[src/rtl/pipe_pkg.sv]
// Shared definitions for the pipeline control unit: exception codes,
// stall-mask bit positions and the control FSM state type.
package pipe_pkg;

    // Exception codes presented on exctype by the MEM stage.
    localparam logic [31:0] EXC_NONE    = 32'h0000_0000;
    localparam logic [31:0] EXC_INT     = 32'h0000_0001;
    localparam logic [31:0] EXC_ADEL    = 32'h0000_0004;
    localparam logic [31:0] EXC_ADES    = 32'h0000_0005;
    localparam logic [31:0] EXC_SYSCALL = 32'h0000_0008;
    localparam logic [31:0] EXC_BREAK   = 32'h0000_0009;
    localparam logic [31:0] EXC_RI      = 32'h0000_000A;
    localparam logic [31:0] EXC_OV      = 32'h0000_000C;
    localparam logic [31:0] EXC_TRAP    = 32'h0000_000D;
    localparam logic [31:0] EXC_ERET    = 32'h0000_000E;

    // Bit of the stall mask that freezes the PC register.
    localparam int unsigned STALL_PC = 0;

    // Legacy state encodings kept so existing debug tooling still decodes them.
    localparam logic [0:0] ST_RUN   = 1'b0;
    localparam logic [0:0] ST_FLUSH = 1'b1;

    typedef enum logic [0:0] {
        RUN   = ST_RUN,
        FLUSH = ST_FLUSH
    } pipe_state_t;

    // ERET returns to EPC; every other exception goes to the fixed vector.
    function automatic logic is_eret(input logic [31:0] code);
        return code == EXC_ERET;
    endfunction

endpackage

[src/rtl/stall_mask_gen.sv]
// Combinational stall-mask generator: the highest stage requesting a stall
// freezes itself and every earlier stage plus the PC register.
module stall_mask_gen
    import pipe_pkg::*;
#(
    parameter int unsigned NSTAGE = 5
) (
    input  logic [NSTAGE-1:0] stallreq,
    output logic [NSTAGE:0]   mask
);

    logic acc;

    // Sweep from the last stage toward IF, OR-accumulating requests into a thermometer.
    always_comb begin
        mask = '0;
        acc  = 1'b0;
        for (int unsigned i = 0; i < NSTAGE; i++) begin
            acc = acc | stallreq[NSTAGE-1-i];
            mask[NSTAGE-i] = acc;
        end
        mask[STALL_PC] = acc;
    end

endmodule

[src/rtl/pipe_ctrl.sv]
// Pipeline control unit: stall mask, exception flush window with redirect PC,
// saturating stall-cycle counter and optional stall watchdog.
// Optional feature: define PIPE_CTRL_WDOG_EN to build the stall watchdog.
module pipe_ctrl
    import pipe_pkg::*;
#(
    parameter int unsigned NSTAGE       = 5,
    parameter int unsigned FLUSH_CYCLES = 1,
    parameter logic [31:0] EXC_VECTOR   = 32'hBFC0_0380,
    parameter int unsigned CNT_W        = 32,
    parameter int unsigned WDOG_LIMIT   = 1024
) (
    input  logic              clk,
    input  logic              rst,
    input  logic [NSTAGE-1:0] stallreq,
    output logic [NSTAGE:0]   stall,
    input  logic [31:0]       exctype,
    input  logic [31:0]       cp0_epc,
    output logic              flush,
    output logic [31:0]       new_pc,
    output logic              busy,
    input  logic              stall_cnt_clr,
    output logic [CNT_W-1:0]  stall_cnt,
    output logic              wdog_trip
);

    // fcnt only has to hold FLUSH_CYCLES-2; keep at least one bit.
    localparam int unsigned FW = (FLUSH_CYCLES > 2) ? $clog2(FLUSH_CYCLES - 1) : 1;

    // FLUSH_CYCLES and WDOG_LIMIT must both be at least 1; no hardware otherwise.
    if (FLUSH_CYCLES < 1 || WDOG_LIMIT < 1) begin : g_illegal_cfg
    end

    pipe_state_t       state;
    logic [FW-1:0]     fcnt;
    logic [31:0]       redir_q;
    logic [31:0]       exc_target;
    logic [NSTAGE:0]   mask;
    logic              exc_take;
    logic              flush_int;
    logic              stalled;
    logic [CNT_W-1:0]  cnt_q;

    stall_mask_gen #(
        .NSTAGE (NSTAGE)
    ) u_mask (
        .stallreq (stallreq),
        .mask     (mask)
    );

    // Exception acceptance and redirect target; exctype is ignored inside a flush window.
    always_comb begin
        exc_take   = (state == RUN) && (exctype != EXC_NONE);
        exc_target = is_eret(exctype) ? cp0_epc : EXC_VECTOR;
        flush_int  = (state == FLUSH) || exc_take;
    end

    // Output drive; reset gates every combinational output, flush overrides stalls.
    always_comb begin
        flush     = !rst && flush_int;
        busy      = !rst && (state == FLUSH);
        new_pc    = '0;
        if (!rst) begin
            if (state == FLUSH) begin
                new_pc = redir_q;
            end else if (exc_take) begin
                new_pc = exc_target;
            end
        end
        stall     = (rst || flush_int) ? '0 : mask;
        stalled   = |stall;
        stall_cnt = rst ? '0 : cnt_q;
    end

    // Flush window sequencing: first cycle is spent in RUN, the remaining FLUSH_CYCLES-1 in FLUSH.
    always_ff @(posedge clk) begin
        if (rst) begin
            state   <= RUN;
            fcnt    <= '0;
            redir_q <= '0;
        end else begin
            unique case (state)
                RUN: begin
                    if (exc_take) begin
                        redir_q <= exc_target;
                        if (FLUSH_CYCLES > 1) begin
                            state <= FLUSH;
                            fcnt  <= FW'(FLUSH_CYCLES - 2);
                        end
                    end
                end
                FLUSH: begin
                    if (fcnt == '0) begin
                        state <= RUN;
                    end else begin
                        fcnt <= fcnt - FW'(1);
                    end
                end
                default: state <= RUN;
            endcase
        end
    end

    // Saturating count of stalled cycles; clear wins over a same-cycle increment.
    always_ff @(posedge clk) begin
        if (rst) begin
            cnt_q <= '0;
        end else if (stall_cnt_clr) begin
            cnt_q <= '0;
        end else if (stalled && (cnt_q != '1)) begin
            cnt_q <= cnt_q + CNT_W'(1);
        end
    end

`ifdef PIPE_CTRL_WDOG_EN
    localparam int unsigned WDW = $clog2(WDOG_LIMIT + 1);

    logic [WDW-1:0] wdcnt;
    logic [WDW-1:0] wd_next;
    logic           trip_q;

    // Run length of consecutive stalled cycles including the current one, saturating at the limit.
    always_comb begin
        wd_next = '0;
        if (stalled) begin
            wd_next = (wdcnt == WDW'(WDOG_LIMIT)) ? wdcnt : wdcnt + WDW'(1);
        end
    end

    // Watchdog state; the trip flag is sticky until reset.
    always_ff @(posedge clk) begin
        if (rst) begin
            wdcnt  <= '0;
            trip_q <= 1'b0;
        end else begin
            wdcnt <= wd_next;
            if (wd_next == WDW'(WDOG_LIMIT)) begin
                trip_q <= 1'b1;
            end
        end
    end

    assign wdog_trip = !rst && trip_q;
`else
    assign wdog_trip = 1'b0;
`endif

endmodule

[config.mk]
export PLATFORM = sky130hd
export DESIGN_NAME = pipe_ctrl
export DESIGN_NICKNAME = d
export VERILOG_FILES = /design/src/rtl/pipe_pkg.sv /design/src/rtl/stall_mask_gen.sv /design/src/rtl/pipe_ctrl.sv
export SDC_FILE = /design/constraint.sdc
export NUM_CORES = 1
export LEC_CHECK = 0
export CORE_MARGIN = 4
export CORE_UTILIZATION = 45
export CTS_BUF_LIST = sky130_fd_sc_hd__clkbuf_4 sky130_fd_sc_hd__clkbuf_8
export CTS_CLUSTER_SIZE = 40
export DETAILED_ROUTE_END_ITERATION = 12
export DONT_BUFFER_PORTS = 1
export PLACE_DENSITY_LB_ADDON = 0.08
export REMOVE_ABC_BUFFERS = 1
export SETUP_SLACK_MARGIN = 0.2
export SYNTH_ARGS = -nofsm -noshare
export SYNTH_HDL_FRONTEND = slang
export SYNTH_HIERARCHICAL = 1
export SYNTH_SLANG_ARGS = --single-unit
[constraint.sdc]
create_clock -name clk -period 3.2 [get_ports clk]
set_input_delay 0.32 -clock clk [delete_from_list [all_inputs] [get_ports clk]]
set_output_delay 0.32 -clock clk [all_outputs]
set_load 0.01 [all_outputs]
==> metrics.md, run 1 <==
| Metric | Value |
|---|---|
| VDD IR-drop max | 0.0002099 V |
| Area share of the largest cell type after synthesis | 27.16% |
| Final wirelength | 6.016 mm |
| Prevailing post-synth register cell | dfxtp_1 |
| Number of flip-flops in the largest register | 32 |
| # Post-CTS Setup Buffers | 0 |
| Max clock buf depth | 2 |
| # port buffers | 0 |
| Path category of the worst min-delay check | input pin to flip-flop |
| Synthesized cell area | 0.002359 mm² |
| Tcrit/Tclk final | 80.07% |
| Largest net degree at the start of global routing | 40 |
| Nets | 374 |
| Post-synthesis mux area share | 0.4244% |
| Avg Synthesized Cell Area | 7.535 µm² |
| Setup crit start kind | input pin |
| WL per Instance | 16.17 µm |
| Area grow syn2layout | 2.493% |
| Post-Synth XOR/XNOR Area | 1.114% |
| Synth async-reset ratio | 0% |
| Post-Synth Simple-Gate Area | 45.99% |
| CTS clk-pin slew, worst paths | 0.06 ns |
| EDFF count, synth | 0 |
| Fin. max-slew vios | 0 |
| Die H | 80.40 µm |
| DR pass1 iterations | 4 |
| Vias in the first global route | 1,884 |
| First-pass GRT wire length | 8.983 mm |
| Endpoint class of the critical path | output pin |
| Combinational Power Share | 4.0% |
| Pwr Total | 0.7568 mW |
| Design Area, Final | 0.002417 mm² |
| Post-DR vias/cell | 5.917 |
| Top post-synthesis cells by area | dfxtp_1 (27%), nor2b_1 (8.0%), or3_1 (6.1%) |
| Outcome | complete, no violations |
| Core area | 0.005107 mm² |
| NetSw | 0.1772 mW |
| Leakage | 0.7369 nW |
| Share of power burned in registers | 52.6% |
| DRC Markers | 0 |
| Final setup fails | 0 |
| Unique masters post-synth | 46 |
| CP Class | input pin to output pin |
| Via Count | 2,201 |
| Post-route setup slack | 0.6378 ns |
| Synth Area in Adders | 0.5305% |
| Crit Path Max Fanout | 20 |
| DP Area | 0.002322 mm² |
| Register with the most flip-flops | cnt_q |
| Synthesized flop and latch total | 32 |
| Most numerous cell in the Yosys netlist | dfxtp_1 |
| Synth area leader | dfxtp_1 |
| Minimum clock period | 2.562 ns |
| Post-synth top cells | dfxtp_1 (32), nor2b_1 (30), a21oi_1 (26) |
| Post-Syn Instances | 313 |
| Initial Utilization | 46.18% |
| Int Power | 0.5796 mW |
| Req. time, crit path | 2.88 ns |
| Max-Cap Viols | 0 |
| Die area | 0.006463 mm² |
| Antenna diode count | 0 |
| RSZ-0062 raised after global routing | no |
| Clk root buf | clkbuf_8 |
| Placer Congestion | 0.7190 |
| Main combinational cell family by area after synthesis | simple AND/OR/NAND/NOR gates |
| Worst-Skew Late Latency | 0.29 ns |
| Slew @ Worst Pin | 0.9582 ns |
| TritonCTS clock tree | yes |
| CP peak stage delay | 0.53 ns |
| Layout cell share with drive strength beyond 1 | 7.947% |
| Drt initial violations | 115 |
| Worst endpoint data arrival time | 2.24 ns |
| Clock Sink Count | 32 |
| GRT overflow | 0 |
| Die extent in x | 80.40 µm |
| Hpwl dp | 4.363 mm |
| DRT antenna net count | 0 |
| Synth Area in Compound Gates | 18.09% |
| Setup slack at placement | 0.4553 ns |
| Final Hold Fails | 0 |
| CP max stage cell | nor2_2 |
| Max Fclk | 390.3 MHz |
| Largest regs | cnt_q (32) |
| Max_slew headroom | 36.12% |
| Clk_skew | 0.01219 ns |
| Placed Instances | 364 |
| Htree depth | 2 |
| Clock network fraction of total power | 43.4% |
| CTS buffer count | 5 |
| Sw frac | 23.42% |
| Register area share after synthesis | 27.16% |
| Final Util | 47.33% |
| Worst hold slack | 0.2149 ns |
| Cell Chain, Critical Path | nor4_1, nand2_1, nor4_4, nand4_1, nor2_2, and2_1 |
| Pwr dens | 313.1 mW/mm² |
| Final Non-Filler Cells | 372 |
| Initial antenna violation count | 0 |
| Total Routing Usage GR | 17.24% |
| Num rows | 26 |
| Ys Warns | 6 |
| Number of placed I/O pins | 145 |
| Setup TNS Final | 0 ns |
## cell usage in the layout (no fill, tap or decap), types with 2 or more instances in the layout
cell      instances
nor4_1            7
clkinv_2          2
or4_1             4
dfxtp_1          32
nor2b_1          30
nand3_1          20
nand4_1           8
and4_1            5
o21ai_0          24
inv_1             5
nor2_1           11
nor4_4            2
xor2_1            2
or3_2             3
o211ai_1          2
conb_1            2
a21oi_1          26
and3_1           10
and2_1           22
or3_1            23
clkbuf_8          6
o31ai_1           3
nand2_1          17
o21a_1           12
nor3_1            5
or2_1             2
## path summary, 6_finish.rpt
| path | to | depth (start not counted) | slack, ns | start |
|---|---|---|---|---|
| setup / recovery | new_pc[6] | 6 | 0.64 | exctype[8] |
| hold / removal | cnt_q[3]$_SDFFE_PP0P_ | 2 | 0.21 | stall_cnt_clr |
| setup reg to reg | cnt_q[28]$_SDFFE_PP0P_ | 7 | 0.73 | cnt_q[1]$_SDFFE_PP0P_ |
| hold reg to reg | cnt_q[29]$_SDFFE_PP0P_ | 2 | 0.50 | cnt_q[29]$_SDFFE_PP0P_ |
## power by group through the flow
stage	logic [mW]	clock network [mW]	registers (mW)
6_report	0.0302	0.329	0.398
5_1_grt	0.0330	0.352	0.398
4_1_cts	0.0306	0.335	0.398
3_5_place_dp	0.0305	0	0.407
3_3_place_gp	0.0303	0	0.407
2_1_floorplan	0.0255	0	0.407
## what timing repair did
action                     4_1_cts  5_1_grt
hold buffers                     0        0
gates resized for setup          0        1
setup endpoints to repair        0        3
## kinds of logic after synthesis
group | Yosys count
compound gates | 72
xor+xnor | 3
fa+ha+maj | 1
buf+inv | 26
flops | 32
mux | 1
other cells | 1
simple gates | 177
## metal layers
metal	GRT usage (%)	vias up	routed length, µm
li1	-	1110	-
met1	26.39	1003	2947
met2	23.43	84	2566
met3	4.933	4	466
met4	3.547	0	35
met5	0	-	0
## area by class of cell
cell class              instances  area [µm²]
fillers                       525        2690
multi-input cells             256        1570
flip-flops and latches         32       640.6
well taps                      70       87.58
clock buffers                   6       82.58
inverters                       5       18.77
clock inverters                 2       10.01
repair buffers                  1       7.507
## critical path, delay by kind of cell
kind	cells	cell delay, ns
simple gates	6	1.92
(Power assumes the default switching activity.)
==> run 2, diff against run 1 <==
Settings changed: ABC_AREA set to 1.
Clock period 3.2 ns to 2.7 ns, I/O delays scaled along.
==> run 2 against run 1 <==
Critical path depth up 6; synthesized cell count up 69%; worst hold slack better by 0.017 ns; sequential cell count unchanged; global-route usage up 2.8 points; setup slack better by 0.074 ns; via count up 35%; largest power group unchanged; routed wire length up 25%; count of clock-buffer cells in the layout unchanged.
==> metrics.md, run 2 <==
| Metric | Value |
|---|---|
| CP endpoint | cnt_q[20]$_SDFFE_PP0P_ |
| Hpwl dp | 6.032 mm |
| Placer Congestion | 0.8576 |
| Synth area leader | nor2_1 |
| # port buffers | 0 |
| GRT overflow | 0 |
| Number of flip-flops in the largest register | 32 |
| FF-to-FF setup slack | 0.71 ns |
| Tcrit/Tclk final | 73.63% |
| Area grow syn2layout | 3.235% |
| Area share of the largest cell type after synthesis | 24.60% |
| Nets | 590 |
| Max clock buf depth | 2 |
| Largest regs | cnt_q (32) |
| Drt initial violations | 95 |
| Int Power | 0.6714 mW |
| Num rows | 28 |
| EDFF count, synth | 0 |
| Die extent in x | 86.12 µm |
| CTS buffer count | 5 |
| Layout cell share with drive strength beyond 1 | 6.770% |
| Final Hold Fails | 0 |
| Final setup fails | 0 |
| Outcome | complete, no violations |
| Core area | 0.005921 mm² |
| Crit Path Max Fanout | 12 |
| DP Area | 0.002754 mm² |
| Clock network fraction of total power | 40.6% |
| CP Class | flip-flop to flip-flop |
| Crit. Startpoint | cnt_q[0]$_SDFFE_PP0P_ |
| Worst r2r dst | cnt_q[20]$_SDFFE_PP0P_ |
| Unique masters post-synth | 29 |
| Worst endpoint data arrival time | 2.16 ns |
| Register with the most flip-flops | cnt_q |
| Most numerous cell in the Yosys netlist | nor2_1 |
| Most frequent cells in the layout | nor2_1 (179), nand2_1 (122), inv_1 (66) |
| Placed Instances | 585 |
| RSZ-0062 raised after global routing | no |
| Most common cell after layout, fill and taps aside | nor2_1 |
| Clk_skew | 0.009143 ns |
| Largest net degree at the start of global routing | 49 |
| Clock Sink Count | 32 |
| Final wirelength | 7.526 mm |
| Synthesized cell area | 0.002746 mm² |
| Leakage | 1.226 nW |
| Die area | 0.007417 mm² |
| Die H | 86.12 µm |
| Pwr dens | 311.0 mW/mm² |
| Worst Reg2Reg Path Length in Cells | 12 |
| Top post-synthesis cells by area | nor2_1 (25%), dfxtp_1 (23%), nand2_1 (17%) |
| Post-Syn Instances | 528 |
| Register area share after synthesis | 23.33% |
| Max Fclk | 503.0 MHz |
| DRC Markers | 0 |
| Ys Warns | 6 |
| Post-DR vias/cell | 5.002 |
| Via Count | 2,961 |
| Worst hold slack | 0.2322 ns |
| NetSw | 0.2102 mW |
| Vias in the first global route | 2,715 |
| Setup crit start kind | flip-flop |
| Share of power burned in registers | 53.5% |
| Antenna diode count | 0 |
| Initial Utilization | 46.39% |
| Prevailing post-synth register cell | dfxtp_1 |
| Post-synth top cells | nor2_1 (180), nand2_1 (122), inv_1 (66) |
| Slew @ Worst Pin | 0.5327 ns |
| Synthesized flop and latch total | 32 |
| Cell Chain, Critical Path | ha_1, nand2_1, nor2_1, nand2_2, nor2_4, nand3_2, nand3_1, inv_1, nand2_1, nand2_1, nand2_1, nor2_1 |
| Req. time, crit path | 2.87 ns |
| First-pass GRT wire length | 12.09 mm |
| R2R Path Start | cnt_q[0]$_SDFFE_PP0P_ |
| WL per Instance | 12.71 µm |
| Max_slew headroom | 64.45% |
| Sw frac | 23.84% |
| Combinational Power Share | 5.9% |
| Clk root buf | clkbuf_8 |
| Hold_buf cts | 0 |
| CTS clk-pin slew, worst paths | 0.07 ns |
| Setup TNS Final | 0 ns |
| Minimum clock period | 1.988 ns |
| Avg Synthesized Cell Area | 5.201 µm² |
| # Post-CTS Setup Buffers | 0 |
| Worst-Skew Late Latency | 0.28 ns |
| CP max stage cell | dfxtp_1 |
| Fin. max-slew vios | 0 |
| Number of placed I/O pins | 145 |
| CP peak stage delay | 0.40 ns |
| TritonCTS clock tree | yes |
| Initial antenna violation count | 0 |
| Post_cts resized | 0 |
| Path category of the worst min-delay check | input pin to flip-flop |
| Endpoint class of the critical path | flip-flop |
| Total Routing Usage GR | 20.00% |
| Most frequent CP cell | nand2_1 |
| Synth async-reset ratio | 0% |
| Htree depth | 2 |
| Design Area, Final | 0.002835 mm² |
| DR pass1 iterations | 4 |
| DRT antenna net count | 0 |
| Max-Cap Viols | 0 |
| VDD IR-drop max | 0.0002013 V |
| Final Non-Filler Cells | 592 |
run 2: area by class of cell:
type	count	area (µm²)
clock buffer	6	76.32
tap	75	93.84
inverter	76	285.3
timing repair buffer	4	30.03
fill	719	3085
sequential	32	640.6
clock inverter	1	5.005
multi-input combinational	398	1704
run 2: how the worst min path moves through the flow:
stage | start | end | slack [ns] | depth (start not counted)
after global routing | stall_cnt_clr | cnt_q[15]$_SDFFE_PP0P_ | 0.25 | 3
after detailed placement | cnt_q[8]$_SDFFE_PP0P_ | cnt_q[8]$_SDFFE_PP0P_ | 0.53 | 2
after CTS | stall_cnt_clr | cnt_q[7]$_SDFFE_PP0P_ | 0.24 | 3
after global placement | cnt_q[12]$_SDFFE_PP0P_ | cnt_q[12]$_SDFFE_PP0P_ | 0.52 | 2
after floorplan | cnt_q[29]$_SDFFE_PP0P_ | cnt_q[29]$_SDFFE_PP0P_ | 0.50 | 2
final | stall_cnt_clr | cnt_q[7]$_SDFFE_PP0P_ | 0.23 | 3
run 2: worst max-delay path: cells and delay by family (launching register included):
kind	cells	cell delay (ns)
flip-flops	1	0.40
AND/OR/NAND/NOR	10	1.21
buffers and inverters	1	0.05
adder cells (fa/ha/maj)	1	0.21
run 2: logic make-up (layout without fill, tap and decap cells):
kind of cell	count (synthesis)	after routing	synth area share, %
adder cells (fa/ha/maj)	1	1	0.4555
AO/OA/AOI/OAI	26	26	5.011
AND/OR/NAND/NOR	369	369	56.22
buffers and inverters	99	87	14.85
other	1	2	0.1365
flip-flops	32	32	23.33
run 2: metal layers:
metal | part of all wire [%] | vias to the layer above | global-route usage (%)
li1 | - | 1569 | -
met1 | 43 | 1268 | 22.82
met2 | 49 | 112 | 37.21
met3 | 7.7 | 12 | 4.419
met4 | 1.3 | 0 | 5.180
met5 | 0 | - | 0
run 2: power groups by stage:
stage	registers [mW]	logic [mW]	clock network [mW]
after global routing	0.471	0.0581	0.399
after detailed placement	0.483	0.0526	0
final	0.472	0.0519	0.358
after CTS	0.472	0.0526	0.370
after floorplan	0.483	0.0412	0
after global placement	0.483	0.0521	0
run 2: per-stage QoR:
step	total power [mW]	util (%)	setup WS, ns
after floorplan	0.5237	-	0.8979
after global placement	0.5347	46.51	0.7384
after detailed placement	0.5351	46.51	0.6606
after CTS	0.8942	47.89	0.6551
after global routing	0.9283	47.89	0.4970
final	0.8816	47.89	0.7119
==> run 3, diff against run 2 <==
Clock period 2.7 ns to 1.7 ns, I/O delays scaled along.
==> run 3 against run 2 <==
Maximum frequency is 18% higher; setup slack worse by 0.69 ns; worst hold slack better by 0.055 ns; largest power group unchanged; highest routed layer unchanged.
==> metrics.md, run 3 (synthesized netlist as in run 2, its figures left out) <==
| Metric | Value |
|---|---|
| Outcome | complete, no violations |
| Fin. max-slew vios | 0 |
| Antenna diode count | 0 |
| Drt initial violations | 138 |
| First-pass GRT wire length | 12.83 mm |
| Area grow syn2layout | 32.35% |
| Placed Instances | 630 |
| Tcrit/Tclk final | 98.78% |
| CTS clk-pin slew, worst paths | 0.07 ns |
| Final Non-Filler Cells | 647 |
| Post-DR vias/cell | 5.000 |
| Crit Path Max Fanout | 6 |
| Num rows | 28 |
| DRT antenna net count | 0 |
| CP peak stage delay | 0.35 ns |
| TritonCTS clock tree | yes |
| Initial Utilization | 46.39% |
| FF-to-FF setup slack | 0.02 ns |
| WL met3 | 532 µm |
| Placer Congestion | 0.8680 |
| Worst Reg2Reg Path Length in Cells | 10 |
| Fillers | 584 |
| Area occupied by multi-input gates | 0.002001 mm² |
| Max-Cap Viols | 0 |
| Most common cell after layout, fill and taps aside | nor2_1 |
| Sw frac | 24.83% |
| CP max stage cell | dfxtp_2 |
| Path category of the worst min-delay check | input pin to flip-flop |
| Req. time, crit path | 1.89 ns |
| RSZ-0062 raised after global routing | yes |
| Met2 WL | 4.292 mm |
| CP endpoint | cnt_q[14]$_SDFFE_PP0P_ |
| Number of placed I/O pins | 145 |
| DRC Markers | 0 |
| Cell Chain, Critical Path | ha_4, nand2_4, nor2_4, nand2_4, nor2_4, buf_4, nand3_4, and3_4, a21oi_1, nor2_1 |
| Layout cell share with drive strength beyond 1 | 28.32% |
| Int Power | 1.135 mW |
| Die H | 86.12 µm |
| R2R Path Start | cnt_q[0]$_SDFFE_PP0P_ |
| Nets | 644 |
| Setup TNS Final | 0 ns |
| Clk root buf | clkbuf_8 |
| Die area | 0.007417 mm² |
| Endpoint class of the critical path | flip-flop |
| DP Area | 0.003129 mm² |
| CP bufs+invs | 1 |
| Die extent in x | 86.12 µm |
| Core area | 0.005921 mm² |
| Max clock buf depth | 2 |
| Hpwl dp | 6.269 mm |
| Number of flip-flops in the largest register | 32 |
| Initial antenna violation count | 0 |
| Combinational Power Share | 7.1% |
| Clock network fraction of total power | 43.3% |
| Clock Sink Count | 32 |
| Leakage | 1.610 nW |
| # port buffers | 0 |
| Hold wc startpoint | stall_cnt_clr |
| Max Used Layer | met4 |
| Minimum clock period | 1.679 ns |
| Largest net degree at the start of global routing | 49 |
| Setup crit start kind | flip-flop |
| Max Fclk | 595.5 MHz |
| DR pass1 iterations | 4 |
| Share of power burned in registers | 49.6% |
| Final Util | 61.39% |
| Most frequent cells in the layout | nor2_1 (153), nand2_1 (108), inv_1 (60) |
| Clk_skew | 0.009851 ns |
| Design Area, Final | 0.003635 mm² |
| CP top delay family | simple AND/OR/NAND/NOR gates |
| M1 WL | 3.399 mm |
| CTS buffer count | 5 |
| CP Class | flip-flop to flip-flop |
| VDD IR-drop max | 0.0004162 V |
| Register with the most flip-flops | cnt_q |
| Worst endpoint data arrival time | 1.87 ns |
| Final Hold Fails | 0 |
| CP Depth | 10 |
| NetSw | 0.3748 mW |
| Largest regs | cnt_q (32) |
| Worst r2r dst | cnt_q[14]$_SDFFE_PP0P_ |
| Final wirelength | 8.365 mm |
| Crit. Startpoint | cnt_q[0]$_SDFFE_PP0P_ |
| WL per Instance | 12.93 µm |
| Final setup fails | 0 |
| Htree depth | 2 |
| Total Routing Usage GR | 21.26% |
| Via Count | 3,235 |
| Vias in the first global route | 2,796 |
| GRT overflow | 0 |
| Reg area | 653.1 µm² |
| Worst-Skew Late Latency | 0.29 ns |
| Hold_buf cts | 0 |
| Pwr dens | 415.3 mW/mm² |
run 3: cell types whose count changed in the layout (fill, tap and decap cells not counted), sizes merged:
cell,before,now
buf,4,56
clkbuf,6,8
clkinv,2,0
clkinvlp,0,1
inv,75,76
nand3,44,45
run 3: worst register-to-register path, delay by kind of cell, from the launching register on:
family / cells / cell delay, ns
AOI/OAI and AO/OA: 1 / 0.15
adders and majority gates: 1 / 0.15
buffers and inverters: 1 / 0.14
DFF: 1 / 0.35
and+or+nand+nor: 7 / 0.79
run 3: power groups by stage:
stage	clock network, mW	registers (mW)	logic, mW
2_1_floorplan	0	0.766	0.0654
3_3_place_gp	0	0.766	0.0946
3_5_place_dp	0	0.766	0.0960
4_1_cts	0.662	0.749	0.0961
5_1_grt	0.697	0.748	0.117
6_report	0.654	0.749	0.107
run 3: metrics by stage:
stage	power, mW	worst slack [ns]	hold WS, ns
floorplan	0.8318	-0.01051	0.3875
global placement	0.8610	-0.08814	0.3947
detailed placement	0.8624	-0.1333	0.3930
CTS	1.507	0.07603	0.2900
global route	1.563	-0.09705	0.3010
finish	1.510	0.02073	0.2872
run 3: how the worst min path moves through the flow:
stage	cells past startpoint	to
floorplan	1	new_pc[0]
global placement	1	new_pc[2]
detailed placement	1	new_pc[21]
CTS	4	cnt_q[9]$_SDFFE_PP0P_
global route	4	cnt_q[8]$_SDFFE_PP0P_
finish	4	cnt_q[15]$_SDFFE_PP0P_
run 3: routing by layer:
metal,GRT usage [%],vias up
li1,-,1679
met1,25.32,1435
met2,38.96,108
met3,3.170,13
met4,6.331,0
met5,0,-
run 3: repair_timing:
action / CTS / global route
pin swaps: 13 / 18
cloned: 0 / 2
buffers inserted: 3 / 4
gates resized for setup: 36 / 61
endpoints found under the setup margin: 37 / 64
run 3: final cells by class:
class,count,share of cell area (%)
clock buffer,7,2.478
clock inverter,1,0.2065
inverter,76,7.917
multi-input combinational,399,55.04
sequential,32,17.97
tap,75,2.582
timing repair buffer,57,13.80
